### config.mk
export PLATFORM = sky130hd
export DESIGN_NAME = uart_rx_loader
export DESIGN_NICKNAME = d
export VERILOG_FILES = /design/src/rtl/uart_rx_loader.sv
export SDC_FILE = /design/constraint.sdc
export NUM_CORES = 1
export LEC_CHECK = 0
export BUFFER_PORTS_ARGS = -buffer_cell sky130_fd_sc_hd__buf_2
export CORE_ASPECT_RATIO = 2
export CORE_MARGIN = 2
export CORE_UTILIZATION = 30
export CTS_BUF_LIST = sky130_fd_sc_hd__clkbuf_4
export DETAILED_ROUTE_END_ITERATION = 6
export PLACE_DENSITY = 0.48
export SYNTH_ARGS = -nofsm -noshare
export SYNTH_HDL_FRONTEND = slang
export SYNTH_SLANG_ARGS = --single-unit
### constraint.sdc
create_clock -name clk -period 2.17 [get_ports clk]
set_input_delay 0.217 -clock clk [delete_from_list [all_inputs] [get_ports clk]]
set_output_delay 0.217 -clock clk [all_outputs]
set_load 0.02 [all_outputs]
### src/rtl/uart_rx_loader.sv
// Purpose: turns the uart_rx byte stream (origin word + data words, big-endian) into LC-3 memory writes.
// Latency: mem_wr_valid rises 1 cycle after the rx_ready of a word's low byte.
// Backpressure: one write is outstanding; a word completing while it is still unaccepted is an overflow error.
// Optional: UART_LOADER_CKSUM_EN treats the last word as a zero-sum checksum and never writes it.
module uart_rx_loader #(
    parameter int unsigned MAX_WORDS = 65535
) (
    input  logic        clk,
    input  logic        rst_n,
    input  logic        load_en,
    input  logic        err_clr,
    input  logic        rx_ready,
    input  logic [7:0]  rx_data,
    input  logic        rx_eop,
    output logic [15:0] mem_addr,
    output logic [15:0] mem_wdata,
    output logic        mem_wr_valid,
    input  logic        mem_wr_ready,
    output logic        cpu_hold,
    output logic [15:0] start_pc,
    output logic [15:0] word_count,
    output logic        load_done,
    output logic        load_error,
    output logic [1:0]  err_code
);

    localparam logic [15:0] MAX_W = 16'(MAX_WORDS);

    typedef enum logic [2:0] {
        S_IDLE, S_ORIG_LO, S_DATA_HI, S_DATA_LO, S_DRAIN, S_ERROR
    } state_t;

    state_t      state, state_n;
    logic [7:0]  hi_byte, hi_n;
    logic [15:0] origin, origin_n;
    logic [15:0] next_addr, next_addr_n;
    logic        wrapped, wrapped_n;
    logic [15:0] count_n, addr_n, wdata_n, start_pc_n;
    logic        vld_n, done_n, err_n, clr_pend, clr_pend_n;
    logic [1:0]  code_n;
    logic [15:0] word, cm_word;
    logic        cm_go;
`ifdef UART_LOADER_CKSUM_EN
    logic [15:0] sum, sum_n, hold_word, hold_word_n;
    logic        hold_vld, hold_vld_n;
`endif

    assign cpu_hold = (state != S_IDLE);
    assign word     = {hi_byte, rx_data};

    // Next state and datapath: byte first, then eop against the post-byte state.
    always_comb begin
        state_n     = state;
        hi_n        = hi_byte;
        origin_n    = origin;
        next_addr_n = next_addr;
        wrapped_n   = wrapped;
        count_n     = word_count;
        addr_n      = mem_addr;
        wdata_n     = mem_wdata;
        vld_n       = mem_wr_valid && !mem_wr_ready;
        start_pc_n  = start_pc;
        done_n      = 1'b0;
        err_n       = load_error;
        code_n      = err_code;
        clr_pend_n  = clr_pend;
        cm_go       = 1'b0;
        cm_word     = word;
`ifdef UART_LOADER_CKSUM_EN
        sum_n       = sum;
        hold_word_n = hold_word;
        hold_vld_n  = hold_vld;
`endif
        if (rx_ready) begin
            case (state)
                S_IDLE: begin
                    if (load_en) begin
                        hi_n    = rx_data;
                        state_n = S_ORIG_LO;
                    end
                end
                S_ORIG_LO: begin
                    origin_n    = word;
                    next_addr_n = word;
                    wrapped_n   = 1'b0;
                    count_n     = 16'd0;
                    state_n     = S_DATA_HI;
`ifdef UART_LOADER_CKSUM_EN
                    sum_n       = word;
                    hold_vld_n  = 1'b0;
`endif
                end
                S_DATA_HI: begin
                    hi_n    = rx_data;
                    state_n = S_DATA_LO;
                end
                S_DATA_LO: begin
                    state_n = S_DATA_HI;
`ifdef UART_LOADER_CKSUM_EN
                    // The previous word is only known not to be the checksum now.
                    sum_n       = sum + word;
                    hold_word_n = word;
                    hold_vld_n  = 1'b1;
                    cm_go       = hold_vld;
                    cm_word     = hold_word;
`else
                    cm_go       = 1'b1;
`endif
                end
                default: ;
            endcase
        end

        if (cm_go) begin
            if (mem_wr_valid && !mem_wr_ready) begin
                state_n = S_ERROR;
                err_n   = 1'b1;
                code_n  = 2'b10;
            end else if (word_count == MAX_W || wrapped) begin
                state_n = S_ERROR;
                err_n   = 1'b1;
                code_n  = 2'b11;
            end else begin
                addr_n      = next_addr;
                wdata_n     = cm_word;
                vld_n       = 1'b1;
                next_addr_n = next_addr + 16'd1;
                if (next_addr == 16'hFFFF) wrapped_n = 1'b1;
                count_n     = word_count + 16'd1;
            end
        end

        if (rx_eop) begin
            case (state_n)
                S_ORIG_LO, S_DATA_LO: begin
                    state_n = S_ERROR;
                    err_n   = 1'b1;
                    code_n  = 2'b01;
                end
                S_DATA_HI: begin
`ifdef UART_LOADER_CKSUM_EN
                    if (!hold_vld_n || sum_n != 16'd0) begin
                        state_n = S_ERROR;
                        err_n   = 1'b1;
                        code_n  = 2'b01;
                    end else begin
                        state_n = S_DRAIN;
                    end
`else
                    state_n = S_DRAIN;
`endif
                end
                default: ;
            endcase
        end

        case (state)
            S_DRAIN: begin
                if (!mem_wr_valid) begin
                    done_n     = 1'b1;
                    start_pc_n = origin;
                    state_n    = S_IDLE;
                end
            end
            S_ERROR: begin
                // A clear seen while a write is still in flight is remembered until it drains.
                if (err_clr || clr_pend) begin
                    if (!mem_wr_valid) begin
                        err_n      = 1'b0;
                        code_n     = 2'b00;
                        clr_pend_n = 1'b0;
                        state_n    = S_IDLE;
                    end else begin
                        clr_pend_n = 1'b1;
                    end
                end
            end
            default: ;
        endcase
    end

    // State register.
    always_ff @(posedge clk or negedge rst_n) begin
        if (!rst_n) state <= S_IDLE;
        else        state <= state_n;
    end

    // Datapath and output registers.
    always_ff @(posedge clk or negedge rst_n) begin
        if (!rst_n) begin
            hi_byte      <= 8'd0;
            origin       <= 16'd0;
            next_addr    <= 16'd0;
            wrapped      <= 1'b0;
            word_count   <= 16'd0;
            mem_addr     <= 16'd0;
            mem_wdata    <= 16'd0;
            mem_wr_valid <= 1'b0;
            start_pc     <= 16'd0;
            load_done    <= 1'b0;
            load_error   <= 1'b0;
            err_code     <= 2'b00;
            clr_pend     <= 1'b0;
`ifdef UART_LOADER_CKSUM_EN
            sum          <= 16'd0;
            hold_word    <= 16'd0;
            hold_vld     <= 1'b0;
`endif
        end else begin
            hi_byte      <= hi_n;
            origin       <= origin_n;
            next_addr    <= next_addr_n;
            wrapped      <= wrapped_n;
            word_count   <= count_n;
            mem_addr     <= addr_n;
            mem_wdata    <= wdata_n;
            mem_wr_valid <= vld_n;
            start_pc     <= start_pc_n;
            load_done    <= done_n;
            load_error   <= err_n;
            err_code     <= code_n;
            clr_pend     <= clr_pend_n;
`ifdef UART_LOADER_CKSUM_EN
            sum          <= sum_n;
            hold_word    <= hold_word_n;
            hold_vld     <= hold_vld_n;
`endif
        end
    end

endmodule
**Word level (Yosys, flattened, before mapping)**

Index checks and enable logic that the tools add are counted.

- Register bits: 114
- Input bits: 15
- Output and inout port bits: 70
- Word-level logic and storage cells: 97

- Add/subtract/negate cells: 2
- Equal/unequal tests: 11
- Multiplexer cells: 53
- Bitwise logic cells: 3
- Reductions and logical operators: 14

Operators with widths:

| cell | number |
|---|---|
| two-way mux 16 bit | 10 |
| adder 16 x 1 -> 16 bit (second input constant) | 2 |
| == test 16 bit (second input constant) | 2 |
| two-way mux 3 bit | 8 |
| two-way mux 1 bit | 22 |
| two-way mux 2 bit | 8 |
| one-hot mux 8 bit (2 select lines) | 1 |
| == test 3 x 2 -> 1 bit (second input constant) | 4 |
| one-hot mux 3 bit (2 select lines) | 2 |
| one-hot mux 3 bit (3 select lines) | 1 |
| two-way mux 8 bit | 1 |
| == test 3 x 1 -> 1 bit (second input constant) | 2 |
| == test 3 bit (second input constant) | 2 |
| AND reduction 2 bit | 3 |
| AND reduction 3 bit | 2 |
| OR reduction 2 bit | 2 |
| logical NOT 3 bit | 1 |
| NOT 1 bit | 3 |
| nonzero test 3 bit | 1 |
| logical OR 1 bit | 2 |
| != test 2 bit (second input constant) | 1 |
| nonzero test 2 bit | 1 |
| logical AND 1 bit | 1 |
| logical NOT 1 bit | 1 |

**Longest topological paths before layout**

- Depth after elaboration: 14
- Mapped depth: 9
- Depth with buffers taken out: 6

**Worst setup path before layout**

OpenSTA, ideal clock, no wires.

- Path type: flip-flop to flip-flop
- Start point: register word_count[0]
- End point: register next_addr[7]
- Library setup time: 0.123 ns
- Data arrival time: 2.047 ns
- Setup slack: 0.000 ns
- Cell stages (with the launch flop): 8
- Path buffers: 1
- Period minus slack after synthesis: 2.170 ns
- Cells stage by stage: dfrtp_1 ha_1 nand4_1 or4_1 buf_4 a21oi_4 a21oi_1 o221a_2

- Longest elaborated chain between the ends: 5

Ends and longest elaborated chain:

| element | RTL line | source |
|---|---|---|
| start, declared | 21 | `output logic [15:0] word_count,` |
| start signal, assigned | 214 | `word_count <= count_n;` |
| == test 16 bit | 119 | `end else if (word_count == MAX_W \|\| wrapped) begin` |
| logical OR 1 bit | 119 |  |
| two-way mux 16 bit | 119 |  |
| two-way mux 16 bit | 115 | `if (mem_wr_valid && !mem_wr_ready) begin` |
| two-way mux 16 bit | 114 | `if (cm_go) begin` |
| named net next_addr_n[7] | 36 | `logic [15:0] next_addr, next_addr_n;` |
| end signal, assigned | 212 | `next_addr <= next_addr_n;` |
| end, declared | 36 |  |

The timed path passes the listed nets, and every way through them passes these cells.
A chain may end at the register's enable or synchronous reset.

**Worst setup path after layout**

- Start point: register word_count[1]
- End point: register word_count[9]

- Longest elaborated chain between the ends: 5

Ends and longest elaborated chain:

| element | RTL line | source |
|---|---|---|
| branches (longest 2 deep; another with adder 16 x 1 -> 16 bit) | n/a |  |
| two-way mux 16 bit (*) | 119 |  |
| two-way mux 16 bit (*) | 115 |  |
| two-way mux 16 bit (*) | 114 |  |
| named net count_n[9] | 38 | `logic [15:0] count_n, addr_n, wdata_n, start_pc_n;` |

Mark *: on every way through the listed nets, which the timed path passes.

==> impl_metrics.tcl <==
set metrics [dict create \
    tightest_slew_ns 0.4704 \
    cap_viol_max_count 0 \
    overflow 0 \
    htree_levels 4 \
    cpPeakStageDelay_ns 0.44 \
    cts_tree "built" \
    p_leak_nw 3.213 \
    max_freq_ghz 0.4969 \
    cts_root_buf "clkbuf_4" \
    setup_violations 0 \
    clk_latency_ns 0.55 \
    cts.sinks 114 \
    dieArea_um2 17760 \
    stdcell_count 844 \
    finalClockSkew_ns 0.01815 \
    place_congestion 0.8206 \
    drive_gt1_share_pct 30.83 \
    dr.pass1.iters 4 \
    peakVddDrop_v 0.0005044 \
    start_util_pct 30.71 \
    slew_headroom_pct 68.35 \
    cts_buffer_depth 2 \
    crit_top_cell "buf_4" \
    critical_path.endpoint_type "flop" \
    wirelength_um 14170 \
    grt_pass1_wl_um 22970 \
    cp_num_buf_inv 2 \
    met1_usage_pct 17.57 \
    grt_pass1_vias 4342 \
    synth_top_cell_by_area "dfrtp_1" \
    hpwl_um 10350 \
    required_ns 2.61 \
    fin_util_pct 38.79 \
    fin_crit_ns 2.013 \
    avgRoutedWirePerCell_um 16.79 \
    hold_path_class "in -> reg" \
    ys_warn_count 0 \
    drtIter0Drc 136 \
    syn-num-nets 510 \
    die_y_um 186.5 \
    die_w_um 95.25 \
    finalHoldViolCount 0 \
    async_flop_share_pct 100.0 \
    synth_seq_cells 114 \
    ys_top_cells_by_area "dfrtp_1, nand2_1, mux2_2" \
    synthToLayoutAreaGrowth_pct 26.32 \
    outcome "finished clean" \
    synth_edf_count 0 \
    start_kind "flop" \
    synth_top_area_share_pct 57.10 \
    ios 85 \
    path_class "reg -> reg" \
    synth_cell_types 53 \
    met3_usage_pct 3.310 \
    final_antenna_net_count 0 \
    syn_area_um2 4996 \
    critPathTopFamily "simple AND/OR/NAND/NOR gates" \
    synth_cells 493 \
    worstPathMaxFanout 4 \
    avgSynthCellArea_um2 10.13 \
    p_per_area_nw_per_um2 1241 \
    grt-busiest-layer "met2" \
    use_met2_pct 31.96 \
    drv_slew 0 \
    cts.clk_slew.worst_paths_ns 0.12 \
    cpMaxStageDelayCell "nor4_4" \
    vias_per_cell 4.797 \
    cts_made_buffers 17 \
    ys_seq_area_share_pct 57.10 \
    timing.final.crit_share_pct 92.74 \
    vias 4049 \
    critPathArrivalTime_ns 2.45 \
    dp_cells 794 \
    antenna_found_initial 1 \
    grt_max_degree 49 \
    layout.nets 643 \
    coreArea_um2 16270 \
    grtUsageTotal_pct 17.17 \
    synthFlopType "dfrtp_1" \
    path_cells "ha_1, nand4_1, buf_4, nor4_4, buf_4, and4bb_2, xnor2_1, nor2_1" \
    io_buffers 84 \
    rows 66 \
    nFillCells 1651 \
    drc 0 \
]
==> state kept, by name, summed over array words and instances, names as in the netlist <==
| signal | flops |
|---|---|
| origin | 16 |
| err_code | 2 |
| mem_wdata | 16 |
| hi_byte | 8 |
| mem_addr | 16 |
| start_pc | 16 |
| word_count | 16 |
| load_error | 1 |
| next_addr | 16 |
| wrapped | 1 |
| mem_wr_valid | 1 |
| state | 3 |
| load_done | 1 |
| clr_pend | 1 |
==> stage by stage <==
stage                     hold WS [ns]  power (W)  area [um^2]  setup TNS (ns)  setup WS, ns
after CTS                      0.07191   0.007967         6287               0      0.009465
after detailed placement        0.1954   0.006422         5877               0      0.006343
final                           0.1295   0.007833         6311               0        0.1574
after floorplan               -0.07859   0.005268         4997               0       0.01179
after global placement          0.1984   0.006367         5877               0       0.06662
after global routing            0.1058   0.008419         6311       -0.001663     -0.001663
==> power by group <==
| part | total [W] | switching (W) | internal (W) |
|---|---|---|---|
| sequential | 0.00359 | 0.000648 | 0.00295 |
| clock | 0.00148 | 0.000981 | 0.000499 |
| combinational | 0.00276 | 0.00163 | 0.00113 |
==> kinds of logic (layout without fill, tap and decap cells) <==
family,after synthesis,in the layout,share of synthesized area (%)
AND/OR/NAND/NOR,239,239,22.24
buffers and inverters,32,178,3.206
XOR/XNOR,7,7,1.227
other,0,1,0
flip-flops,114,114,57.10
adder cells (fa/ha/maj),2,2,0.5008
multiplexers,28,28,6.211
AO/OA/AOI/OAI,71,71,9.517
==> per-layer routing <==
layer	part of all wire, %	wire length, um	vias up
li1	-	-	1964
met1	37	5218	1974
met2	57	8123	90
met3	2.9	408	21
met4	2.9	416	0
met5	0	0	-
==> timing repair <==
action | 4_1_cts | 5_1_grt
endpoints found under the setup margin | 1 | 12
gates resized for setup | 0 | 4
hold endpoints to repair | 114 | 0
pin swaps | 1 | 1
hold buffers | 12 | 0
setup buffers | 4 | 1
==> final cells by class <==
cell class,count,area (um^2),share of cell area [%]
clock buffer,17,127.6,2.022
clock inverter,15,132.6,2.102
timing repair buffer,135,898.4,14.23
tap,204,255.2,4.044
sequential,114,2854,45.22
inverter,11,41.29,0.6542
antenna,1,2.502,0.03965
multi-input combinational,347,1999,31.68
==> Yosys cell counts (2+ instances only) <==
cell type    n
a211oi_1     4
a21o_1       2
a21oi_1     12
a31oi_1      3
and2_1       2
and3_1       2
and4_1       2
buf_2        5
buf_4        7
clkbuf_1     8
dfrtp_1    114
ha_1         2
inv_1       11
mux2_2      24
mux2i_1      4
nand2_1    155
nand2b_1     6
nand3_1     12
nand4_1      8
nor2_1      19
nor2b_1      5
nor3_1       7
nor3_2       2
nor4_1       6
o211ai_2     2
o21a_1       3
o21ai_0     24
o31a_1       4
o31ai_1      4
o32ai_1      3
or2_2        2
or3_1        2
or4_1        2
xnor2_1      5
xor2_1       2
==> worst min-delay path, cell delays in order <==
cell and delay, ns:
buf_2 0.07, nor2b_1 0.06, buf_4 0.14, o21bai_1 0.14
==> cells in the final DEF (no fill, tap or decap), types with 12 or more instances in the layout <==
cell type	count
nand2_1	155
nand3_1	12
dlygate4sd3_1	12
dfrtp_1	113
clkbuf_4	17
buf_2	83
mux2_2	24
nor2_1	18
o21ai_0	23
a21oi_1	12
buf_4	35
==> worst paths after layout <==
| check | startpoint | to | slack, ns | cells after the start |
|---|---|---|---|---|
| worst max register to register | word_count[1] | word_count[9] | 0.16 | 8 |
| min in group asynchronous | rst_n | next_addr[3] | 0.16 | 2 |
| worst min register to register | mem_wdata[9] | mem_wdata[9] | 0.49 | 2 |
| max in group asynchronous | rst_n | mem_addr[12] | 1.34 | 3 |
| worst min-delay path | mem_wr_ready | mem_wr_valid | 0.13 | 4 |
| worst max-delay path | word_count[1] | word_count[9] | 0.16 | 8 |
Power figures use the tool's default switching activity.
